==> config.mk <==
export PLATFORM = sky130hd
export DESIGN_NAME = cordic_prerotate
export DESIGN_NICKNAME = d
export VERILOG_FILES = /design/src/rtl/cordic_prerotate.sv
export SDC_FILE = /design/constraint.sdc
export NUM_CORES = 1
export LEC_CHECK = 0
export CELL_PAD_IN_SITES_DETAIL_PLACEMENT = 1
export CELL_PAD_IN_SITES_GLOBAL_PLACEMENT = 2
export CORE_ASPECT_RATIO = 0.7
export CORE_MARGIN = 1.5
export CORE_UTILIZATION = 27
export CTS_CLUSTER_DIAMETER = 50
export DETAILED_ROUTE_END_ITERATION = 12
export GPL_TIMING_DRIVEN = 0
export PLACE_DENSITY_LB_ADDON = 0.1
export REMOVE_ABC_BUFFERS = 1
export SYNTH_ARGS = -nofsm -noshare
export SYNTH_HDL_FRONTEND = slang
export SYNTH_SLANG_ARGS = --single-unit
==> constraint.sdc <==
create_clock -name i_clk -period 2.2 [get_ports i_clk]
set_input_delay 0.44 -clock i_clk [delete_from_list [all_inputs] [get_ports i_clk]]
set_output_delay 0.44 -clock i_clk [all_outputs]
set_load 0.01 [all_outputs]
==> src/rtl/cordic_prerotate.sv <==
// CORDIC input stage: exact +/-90 degree pre-rotation into the convergence range,
// registered behind a valid/ready handshake with a two-entry skid buffer.
module cordic_prerotate #(
    parameter int unsigned DATA_OP_WIDTH = 18,
    parameter int unsigned FUNC_WIDTH    = 1
) (
    input  logic                            i_clk,
    input  logic                            i_rst_n,
    input  logic                            i_valid,
    output logic                            o_ready,
    input  logic [FUNC_WIDTH-1:0]           i_func,
    input  logic signed [DATA_OP_WIDTH-1:0] i_x,
    input  logic signed [DATA_OP_WIDTH-1:0] i_y,
    input  logic signed [DATA_OP_WIDTH-1:0] i_z,
    output logic                            o_valid,
    input  logic                            i_ready,
    output logic [FUNC_WIDTH-1:0]           o_func,
    output logic signed [DATA_OP_WIDTH-1:0] o_x,
    output logic signed [DATA_OP_WIDTH-1:0] o_y,
    output logic signed [DATA_OP_WIDTH-1:0] o_z,
    output logic [1:0]                      o_quad
);

    localparam int unsigned W = DATA_OP_WIDTH;
    localparam logic signed [W-1:0] HALF     = {2'b01, {(W-2){1'b0}}};
    localparam logic signed [W-1:0] NEG_HALF = {2'b11, {(W-2){1'b0}}};
    localparam logic signed [W-1:0] MIN_VAL  = {1'b1, {(W-1){1'b0}}};
    localparam logic signed [W-1:0] MAX_VAL  = {1'b0, {(W-1){1'b1}}};

    localparam logic [1:0] QUAD_NONE = 2'b00;
    localparam logic [1:0] QUAD_POS  = 2'b01;
    localparam logic [1:0] QUAD_NEG  = 2'b10;

    // Negation that maps the most negative code to the most positive one
    function automatic logic signed [W-1:0] sat_neg(input logic signed [W-1:0] v);
        return (v == MIN_VAL) ? MAX_VAL : W'(-v);
    endfunction

    logic signed [W-1:0]   fold_x_c, fold_y_c, fold_z_c;
    logic [1:0]            fold_quad_c;
    logic                  rot_pos_c, rot_neg_c;

    logic                  m_valid, s_valid, ready_q;
    logic signed [W-1:0]   m_x, m_y, m_z, s_x, s_y, s_z;
    logic [FUNC_WIDTH-1:0] m_func, s_func;
    logic [1:0]            m_quad, s_quad;

    logic                  xfer_in_c, m_free_c, s_valid_nxt_c;

    // Fold decision and the folded operand
    always_comb begin
        rot_pos_c = 1'b0;
        rot_neg_c = 1'b0;
        if (i_func == '0) begin
            if (i_z >= HALF)          rot_pos_c = 1'b1;
            else if (i_z < NEG_HALF)  rot_neg_c = 1'b1;
        end else if (i_x[W-1]) begin
            if (i_y[W-1]) rot_pos_c = 1'b1;
            else          rot_neg_c = 1'b1;
        end

        fold_x_c    = i_x;
        fold_y_c    = i_y;
        fold_z_c    = i_z;
        fold_quad_c = QUAD_NONE;
        if (rot_pos_c) begin
            fold_x_c    = sat_neg(i_y);
            fold_y_c    = i_x;
            fold_z_c    = W'(i_z - HALF);
            fold_quad_c = QUAD_POS;
        end else if (rot_neg_c) begin
            fold_x_c    = i_y;
            fold_y_c    = sat_neg(i_x);
            fold_z_c    = W'(i_z + HALF);
            fold_quad_c = QUAD_NEG;
        end
    end

    // Handshake qualifiers; ready is a flop so i_ready never reaches o_ready combinationally
    always_comb begin
        xfer_in_c     = i_valid && ready_q;
        m_free_c      = !m_valid || i_ready;
        s_valid_nxt_c = !m_free_c && (s_valid || xfer_in_c);
    end

    // Main and skid registers
    always_ff @(posedge i_clk) begin
        if (!i_rst_n) begin
            m_valid <= 1'b0;
            s_valid <= 1'b0;
            ready_q <= 1'b0;
            m_x     <= '0;
            m_y     <= '0;
            m_z     <= '0;
            m_func  <= '0;
            m_quad  <= '0;
            s_x     <= '0;
            s_y     <= '0;
            s_z     <= '0;
            s_func  <= '0;
            s_quad  <= '0;
        end else begin
            ready_q <= !s_valid_nxt_c;
            s_valid <= s_valid_nxt_c;
            if (m_free_c) begin
                if (s_valid) begin
                    m_valid <= 1'b1;
                    m_x     <= s_x;
                    m_y     <= s_y;
                    m_z     <= s_z;
                    m_func  <= s_func;
                    m_quad  <= s_quad;
                end else begin
                    m_valid <= xfer_in_c;
                    if (xfer_in_c) begin
                        m_x    <= fold_x_c;
                        m_y    <= fold_y_c;
                        m_z    <= fold_z_c;
                        m_func <= i_func;
                        m_quad <= fold_quad_c;
                    end
                end
            end else if (xfer_in_c) begin
                s_x    <= fold_x_c;
                s_y    <= fold_y_c;
                s_z    <= fold_z_c;
                s_func <= i_func;
                s_quad <= fold_quad_c;
            end
        end
    end

    assign o_ready = ready_q;
    assign o_valid = m_valid;
    assign o_x     = m_x;
    assign o_y     = m_y;
    assign o_z     = m_z;
    assign o_func  = m_func;
    assign o_quad  = m_quad;

endmodule

### After elaboration in Yosys (flattened, before gate mapping)

Cells that the tools add are included.

| word-level totals | value |
|---|---|
| register bits after elaboration | 117 |
| logic and storage cells | 62 |
| output and inout port bits | 59 |
| input port bits | 59 |

| operators by class | value |
|---|---|
| reductions and logical operators | 10 |
| bitwise operators | 1 |
| muxes and demuxes | 30 |
| eq/ne operators | 2 |
| add/sub/neg operators | 4 |
| magnitude comparators | 2 |

Operator list:

| operator | count |
|---|---|
| 18-bit two-way mux | 14 |
| 18-bit equality test (second input constant) | 2 |
| 18-bit negator | 2 |
| 18-bit adder (second input constant) | 1 |
| 18-bit greater-or-equal comparator (second input constant) | 1 |
| 18-bit by 17-bit < comparator with 1-bit output (second input constant) | 1 |
| 18-bit subtractor (second input constant) | 1 |
| 1-bit two-way mux | 12 |
| 2-bit two-way mux | 4 |
| 2-bit AND reduction | 2 |
| 1-bit logical NOT | 3 |
| 1-bit logical AND | 2 |
| 1-bit logical OR | 2 |
| 2-bit nonzero test | 1 |
| 1-bit inverter | 1 |

### Logic depth before layout (Yosys ltp)

Gate-level depths: netlist of the first run.

| logic depth | value |
|---|---|
| depth after elaboration | 8 |
| depth in mapped cells | 10 |
| mapped depth without buffers | 8 |

### Worst setup path after synthesis of the first run

OpenSTA, ideal clock, no wires.

| path | value |
|---|---|
| path type | input port to flip-flop |
| start | input port i_y[1] |
| end | register m_x[10], in the netlist o_x[10] |
| required time | 2129 ps |
| library setup time | 71 ps |
| stages on the path | 9 |
| buffers on the path | 1 |
| path slack | -121 ps |
| arrival | 2251 ps |
| cells stage by stage | inv_1 -> ha_1 -> or3b_2 -> nor2_1 -> nand4_1 -> nand2_1 -> buf_1 -> o221ai_1 -> a21oi_1 |

| between the ends | value |
|---|---|
| longest elaborated chain between the ends | 5 |
| elaborated cells between the ends (all ways) | 6 |
| those cells by class | add/sub: 1; eq/ne: 1; mux: 4 |

Ends and longest elaborated chain:

| item | line | RTL |
|---|---|---|
| start: declaration | 13 | `input logic signed [DATA_OP_WIDTH-1:0] i_y,` |
| 18-bit negator or 18-bit equality test (tied branches) | 36 | `return (v == MIN_VAL) ? MAX_VAL : W'(-v);` |
| 18-bit two-way mux * | 36 |  |
| 18-bit two-way mux * | 66 | `if (rot_pos_c) begin` |
| 18-bit two-way mux * | 115 | `if (xfer_in_c) begin` |
| 18-bit two-way mux * | 106 | `if (s_valid) begin` |
| end signal: assignment | 116 | `m_x <= fold_x_c;` |
| end: declaration | 44 | `logic signed [W-1:0] m_x, m_y, m_z, s_x, s_y, s_z;` |

Every way passes the cells marked *; elsewhere a longest branch is shown, timed or not. The select of a mux whose other input is x is not followed.
A chain may end at the register's enable or synchronous reset.

### Worst setup path in the final report of the first run

| path | value |
|---|---|
| start | input port i_x[4] |
| end | register s_y[11] |

| between the ends | value |
|---|---|
| longest elaborated chain between the ends | 4 |
| elaborated cells between the ends (all ways) | 5 |
| those cells by class | add/sub: 1; eq/ne: 1; mux: 3 |

Ends and longest elaborated chain:

| item | line | RTL |
|---|---|---|
| start: declaration | 12 | `input logic signed [DATA_OP_WIDTH-1:0] i_x,` |
| 18-bit negator or 18-bit equality test (tied branches) | 36 |  |
| 18-bit two-way mux * | 36 |  |
| 18-bit two-way mux * | 71 | `end else if (rot_neg_c) begin` |
| 18-bit two-way mux * | 66 |  |
| end signal: assignment | 125 | `s_y <= fold_y_c;` |
| end: declaration | 44 |  |

Every way passes the cells marked *; elsewhere a longest branch is shown, timed or not.

==> results of run 1 <==
## power groups by stage
stage	clock network (mW)	registers (mW)	logic, mW
2_1_floorplan	0	2.33	0.392
3_3_place_gp	0	2.30	0.903
3_5_place_dp	0	2.30	0.954
4_1_cts	3.04	2.25	1.01
5_1_grt	3.14	2.26	1.14
6_report	2.98	2.25	1.05
## what timing repair did
item | 4_1_cts | 5_1_grt
gates resized for setup | 89 | 65
buffers inserted | 17 | 7
hold buffers | 0 | 0
setup endpoints to repair | 94 | 67
gates cloned | 3 | 2
pin swaps | 12 | 9
## registers in the layout, summed over array words and instances, names as in the netlist
name and flops:
s_valid 1, o_x 18, s_y 18, s_z 18, o_quad 2, o_func 1
o_ready 1, s_quad 2, o_valid 1, o_y 18, s_func 1, s_x 18
o_z 18
## cell families after synthesis
kind of cell	after synthesis
AOI/OAI and AO/OA	261
DFF	117
and+or+nand+nor	271
xor gates and xnor gates	2
adders and majority gates	4
muxes	20
buffers and inverters	76
## per-stage QoR
step / TNS (ps) / area, um^2 / std cells
after global routing: -75.2 / 8650 / 1160
after detailed placement: -90110 / 7430 / 1098
after floorplan: -124980 / 5700 / 690
after CTS: 0 / 8430 / 1150
after global placement: -383740 / 7220 / 1089
final: 0 / 8650 / 1160
## cell usage after synthesis (7+ instances only)
| cell type | count | area [um^2] |
|---|---|---|
| nor3_1 | 19 | 95.1 |
| o21ai_0 | 48 | 240 |
| a31oi_1 | 7 | 43.8 |
| a221o_1 | 11 | 110 |
| nor4_1 | 12 | 75.1 |
| nand3_1 | 26 | 130 |
| or3_1 | 15 | 93.8 |
| dfxtp_1 | 117 | 2340 |
| a21oi_1 | 76 | 380 |
| mux2i_1 | 19 | 190 |
| nor2_1 | 70 | 263 |
| o211ai_1 | 14 | 105 |
| clkbuf_1 | 56 | 210 |
| nand2_1 | 80 | 300 |
| inv_1 | 14 | 52.6 |
| or4_1 | 8 | 60.1 |
| o22ai_1 | 13 | 81.3 |
| a211oi_1 | 27 | 203 |
| o221ai_1 | 17 | 149 |
## path summary, 6_finish.rpt
kind / to / depth (start not counted) / from
setup / recovery: s_y[11] / 7 / i_x[4]
hold / removal: o_x[16] / 3 / i_rst_n
setup reg to reg: o_x[11] / 6 / s_valid
hold reg to reg: o_x[10] / 2 / o_x[10]
## area by class of cell
type | count | area (um^2) | area share [%]
diodes | 1 | 2.50 | 0.0289
clock buffers | 19 | 453 | 5.23
clock inverters | 13 | 169 | 1.95
inverters | 15 | 62.6 | 0.723
multi-input cells | 561 | 3750 | 43.3
flip-flops and latches | 117 | 2350 | 27.1
well taps | 282 | 353 | 4.08
repair buffers | 151 | 1510 | 17.5
repair inverters | 1 | 7.51 | 0.0867
## metal layers
metal / routed length (um) / part of all wire (%) / track usage [%]
met1: 11600 / 50 / 28.0
met2: 10500 / 45 / 32.7
met3: 948 / 4.1 / 3.30
met5: 0 / 0 / 0
met4: 273 / 1.2 / 5.68
## worst max-delay path: cells and delay by family
family	cells	cell delay [ps]
AND/OR/NAND/NOR	4	1500
AO/OA/AOI/OAI	2	300
buffers and inverters	1	270
==> run_results.csv, run 1 <==
group,metric,value,unit
synth,synth_compound_area_share,28.9,%
synth,avgSynthCellArea,7.89,um^2
die,design.die.area,22900,um^2
power,cellPowerDensity,726,nW/um^2
final_layout,layout_common_cells,"116 x dfxtp_1, 87 x clkdlybuf4s50_1, 75 x nand2_1, 70 x a21oi_1, 62 x nor2_1",
grt,grt.overflow.total,0,
critical_path,arrival,2510,ps
synth,yosys_warnings,0,
sta,hold_viol,0,
critical_path,path_common_cell,"or4_4",
synth,synth_seq_area_share,39.5,%
placement,post-place-ws,-1470,ps
synth,synth-edff-count,0,
clock_network,cts_buffers,17,
outcome,violations,"DRC",
routing,vias,6438,
sta,setup_ws,54.1,ps
critical_path,crit_fanout,8,
synth,synth.mux.area_fraction,3.40,%
critical_path,cp-end-kind,"flip-flop",
grt,gr-usage-all-layers,20.3,%
die,start_util,27.4,%
synth,synth.distinct_cells,60,
grt,first_global_vias,6375,
routing,wl_per_cell,20.0,um
power,p_clk_share,47.4,%
synth,syn_inst,751,
power,peakVddDrop,0.489,mV
clock_network,clk_latency,430,ps
clock_network,cts_sinks,117,
clock_network,clk_pin_slew,60,ps
final_layout,area_delta_synth_final,46.0,%
synth,netlist_area,5930,um^2
synth,ys_ff_latch,117,
synth,synthXorXnorAreaFrac,0.296,%
final_layout,nets,927,
routing,drt_iter0_drc,356,
outcome,status,"finished with violations",
critical_path,critPathKind,"in -> reg",
placement,gp_congestion,0.797,
sta,finClkSkew,14.3,ps
sta,finalMaxSlewViolations,0,
clock_network,cts_buffer_depth,2,
grt,grt_first_pass_wirelength,36100,um
final_layout,drive_above_1_share,18.1,%
min_path,hp-class,"in -> reg",
clock_network,cts_root_buf,"clkbuf_16",
critical_path,crit_required,2560,ps
die,fp.dieW,180,um
placement,portBuffers,117,
flow_run,drv_cap,0,
clock_network,cts_tree,"yes",
grt,grt_max_degree,78,
critical_path,slowest_stage,"or4_4",
sta,period_minus_slack,2150,ps
die,die_h,127,um
die,rows,45,
sta,tightest_slew,869,ps
sta,setup_viol,0,
routing,routed_wl,23200,um
power,design_power_total,6.28,mW
synth,synth_top_family_by_area,"compound AO/OA/AOI/OAI gates",
clock_network,cts.htree.levels,4,
routing,drc_errors,8,
power,intPower,4.53,mW
sta,timing.hold.ws,429,ps
sta,fin_crit_sh,97.5,%
die,core,21600,um^2
critical_path,path_cells,"clkdlybuf4s15_2, or4_4, or3_4, or4_4, nand3_2, o311ai_4, o21ai_1",
power,power_frac_seq,35.9,%
synth,synth-simple-area-share,22.2,%
power,p_sw,1.75,mW
power,leakagePower,3.06,nW
routing,drt_pass1_iterations,11,
power,combPwrFrac,16.7,%
synth,synth_flop_cell,"dfxtp_1",
grt,antenna_found_initial,1,
final_layout,final_common_cell,"dfxtp_1",
placement,hpwl,15600,um
sta,fmax,466,MHz
synth,synth-async-reset-ratio,0,%
routing,ant_nets,0,
die,ioPinCount,118,
critical_path,cpPeakStageDelay,520,ps
final_layout,n_fill_cell,2515,
sta,max_slew_margin,42.0,%
critical_path,rrSetupSlack,150,ps
power,switching_share,27.9,%
routing,viasPerCell,5.55,
critical_path,start_kind,"input pin",
final_layout,utilization,40.0,%
synth,synth-adder-area-share,0.844,%
(Power assumes the default switching activity.)
==> run 2: changes to the inputs <==
HOLD_SLACK_MARGIN = 0.05   (was default)
==> results of run 2 <==
Same layout as run 1: the final DEF is identical, and so are final timing and power.
==> run 3: changes to the inputs <==
SLEW_MARGIN = 20   (was default)
==> run 3 against run 2 <==
The flow still finishes with violations (DRC). Via count decreased by 0.68%. Worst hold slack improved by 2.0 ps. Final cell count increased by 0.43%. Highest routed layer unchanged. Clock-buffer cell count decreased by 1.
==> run_results.csv, run 3 (synthesis results as in run 1) <==
group,metric,value,unit
clock_network,cts_buffers,17,
routing,routed_wl,23200,um
final_layout,utilization,40.1,%
clock_network,cts_buffer_depth,2,
min_path,whs_path_depth,3,
final_layout,area_delta_synth_final,46.1,%
critical_path,worstReg2RegStart,"s_valid",
power,switching_share,28.3,%
critical_path,critical_path_depth,7,
routing,drt_iter0_drc,324,
final_layout,fin_cells,1165,
placement,gp_congestion,0.797,
sta,hold_viol,0,
power,combPwrFrac,17.4,%
power,p_sw,1.74,mW
min_path,hp-class,"in -> reg",
final_layout,drive_above_1_share,18.7,%
die,design.die.area,22900,um^2
grt,grt_max_degree,61,
sta,fmax,467,MHz
sta,fin_crit_sh,97.4,%
routing,vias,6394,
routing,drt_pass1_iterations,9,
clock_network,cts_sinks,117,
power,power_frac_seq,36.7,%
routing,viasPerCell,5.49,
sta,tns,0,ps
grt,grt.overflow.total,0,
critical_path,path_cells,"clkdlybuf4s50_1, nor4_2, nand2_1, nor3_4, nor3_1, or3_1, a21oi_1",
critical_path,cp-endpoint,"o_x[0]",
sta,setup_viol,0,
routing,drc_errors,9,
clock_network,cts_tree,"yes",
critical_path,start_kind,"input pin",
routing,wl_per_cell,19.9,um
critical_path,crit_fanout,6,
grt,gr-usage-all-layers,20.4,%
routing,ant_nets,0,
clock_network,clk_latency,420,ps
die,fp.dieW,180,um
critical_path,cpPeakStageDelay,560,ps
sta,finalMaxSlewViolations,0,
placement,hpwl,15700,um
power,intPower,4.40,mW
grt,first_global_vias,6469,
die,start_util,27.4,%
die,die_h,127,um
critical_path,reg2reg_to,"o_x[11]",
flow_run,drv_cap,0,
clock_network,clk_pin_slew,60,ps
placement,portBuffers,117,
die,ioPinCount,118,
outcome,violations,"DRC",
sta,tightest_slew,457,ps
placement,placedCellCount,1100,
critical_path,critPathKind,"in -> reg",
sta,rsz0062_at_grt,"yes",
sta,period_minus_slack,2140,ps
grt,grt_first_pass_wirelength,36500,um
final_layout,final_common_cell,"dfxtp_1",
power,leakagePower,3.09,nW
final_layout,antennaDiodeCount,0,
outcome,status,"finished with violations",
critical_path,rrSetupSlack,180,ps
critical_path,crit_family,"simple AND/OR/NAND/NOR gates",
critical_path,arrival,2490,ps
critical_path,slowest_stage,"clkdlybuf4s50_1",
clock_network,cts.htree.levels,4,
critical_path,crit_required,2550,ps
critical_path,reg2reg_depth,6,
critical_path,startpoint,"i_y[14]",
die,core,21600,um^2
final_layout,layout_common_cells,"116 x dfxtp_1, 87 x clkdlybuf4s50_1, 75 x nand2_1, 72 x a21oi_1, 63 x nor2_1",
sta,max_slew_margin,69.4,%
clock_network,cts_root_buf,"clkbuf_16",
power,cellPowerDensity,708,nW/um^2
final_layout,nets,933,
critical_path,cp-end-kind,"flip-flop",
sta,finClkSkew,10.7,ps
die,rows,45,
power,peakVddDrop,0.472,mV
power,p_clk_share,45.9,%
grt,antenna_found_initial,0,
critical_path,cp.buffers_inverters,1,
## run 3: cell types whose count changed in the layout (fill, tap and decap cells not counted), moves of 2 or more
cell           previous run  this run
a21oi_2                   5         3
or3_1                    11        13
buf_4                    24        28
clkbuf_2                  6        11
or3_4                     4         2
a21oi_1                  70        72
buf_12                    5         8
dlygate4sd2_1            13         7
clkinvlp_4                3         5
## run 3: timing repair
item / CTS / global route
buffers inserted: 25 / 5
endpoints found under the setup margin: 93 / 64
gates cloned: 1 / 2
gates resized for setup: 89 / 69
hold buffers: 0 / 0
pin swaps: 13 / 9
## run 3: layer usage
metal	global-route usage [%]	wire length, um
met4	5.68	270
met2	32.8	10500
met5	0	0
met1	28.1	11600
met3	3.65	812
## run 3: area by class of cell
cell class | instances | area (um^2)
Clock inverter | 14 | 150
Tap cell | 282 | 353
Timing Repair inverter | 1 | 7.51
Fill cell | 2486 | 13000
Inverter | 15 | 62.6
Clock buffer | 18 | 439
Timing Repair Buffer | 159 | 1590
Multi-Input combinational cell | 559 | 3710
Sequential cell | 117 | 2350
## run 3: how the worst min path moves through the flow
stage | start | to | slack (ps)
after floorplan | s_y[13] | s_y[13] | 430
after global placement | s_y[13] | s_y[13] | 440
after detailed placement | o_x[9] | o_x[9] | 450
after CTS | i_rst_n | o_y[16] | 420
after global routing | i_rst_n | o_y[16] | 440
final | i_rst_n | o_y[16] | 430
## run 3: stage by stage
stage	hold WS [ps]	power [mW]	setup slack [ps]	instance area [um^2]
2_1_floorplan	432	2.72	-2480	5700
3_3_place_gp	440	3.20	-5650	7220
3_5_place_dp	448	3.26	-1460	7480
4_1_cts	424	6.17	0.293	8510
5_1_grt	437	6.42	-3.30	8660
6_report	431	6.14	57.2	8660
## run 3: worst min-delay path, stage by stage
cell	delay [ps]
buf_2	210
o21ai_0	110
a21oi_1	40
## run 3: power by group through the flow
stage / Sequential, mW / Clock (mW) / Combinational [mW]
global route: 2.26 / 2.99 / 1.16
CTS: 2.25 / 2.88 / 1.03
global placement: 2.30 / 0 / 0.903
floorplan: 2.33 / 0 / 0.392
detailed placement: 2.30 / 0 / 0.961
finish: 2.25 / 2.81 / 1.07
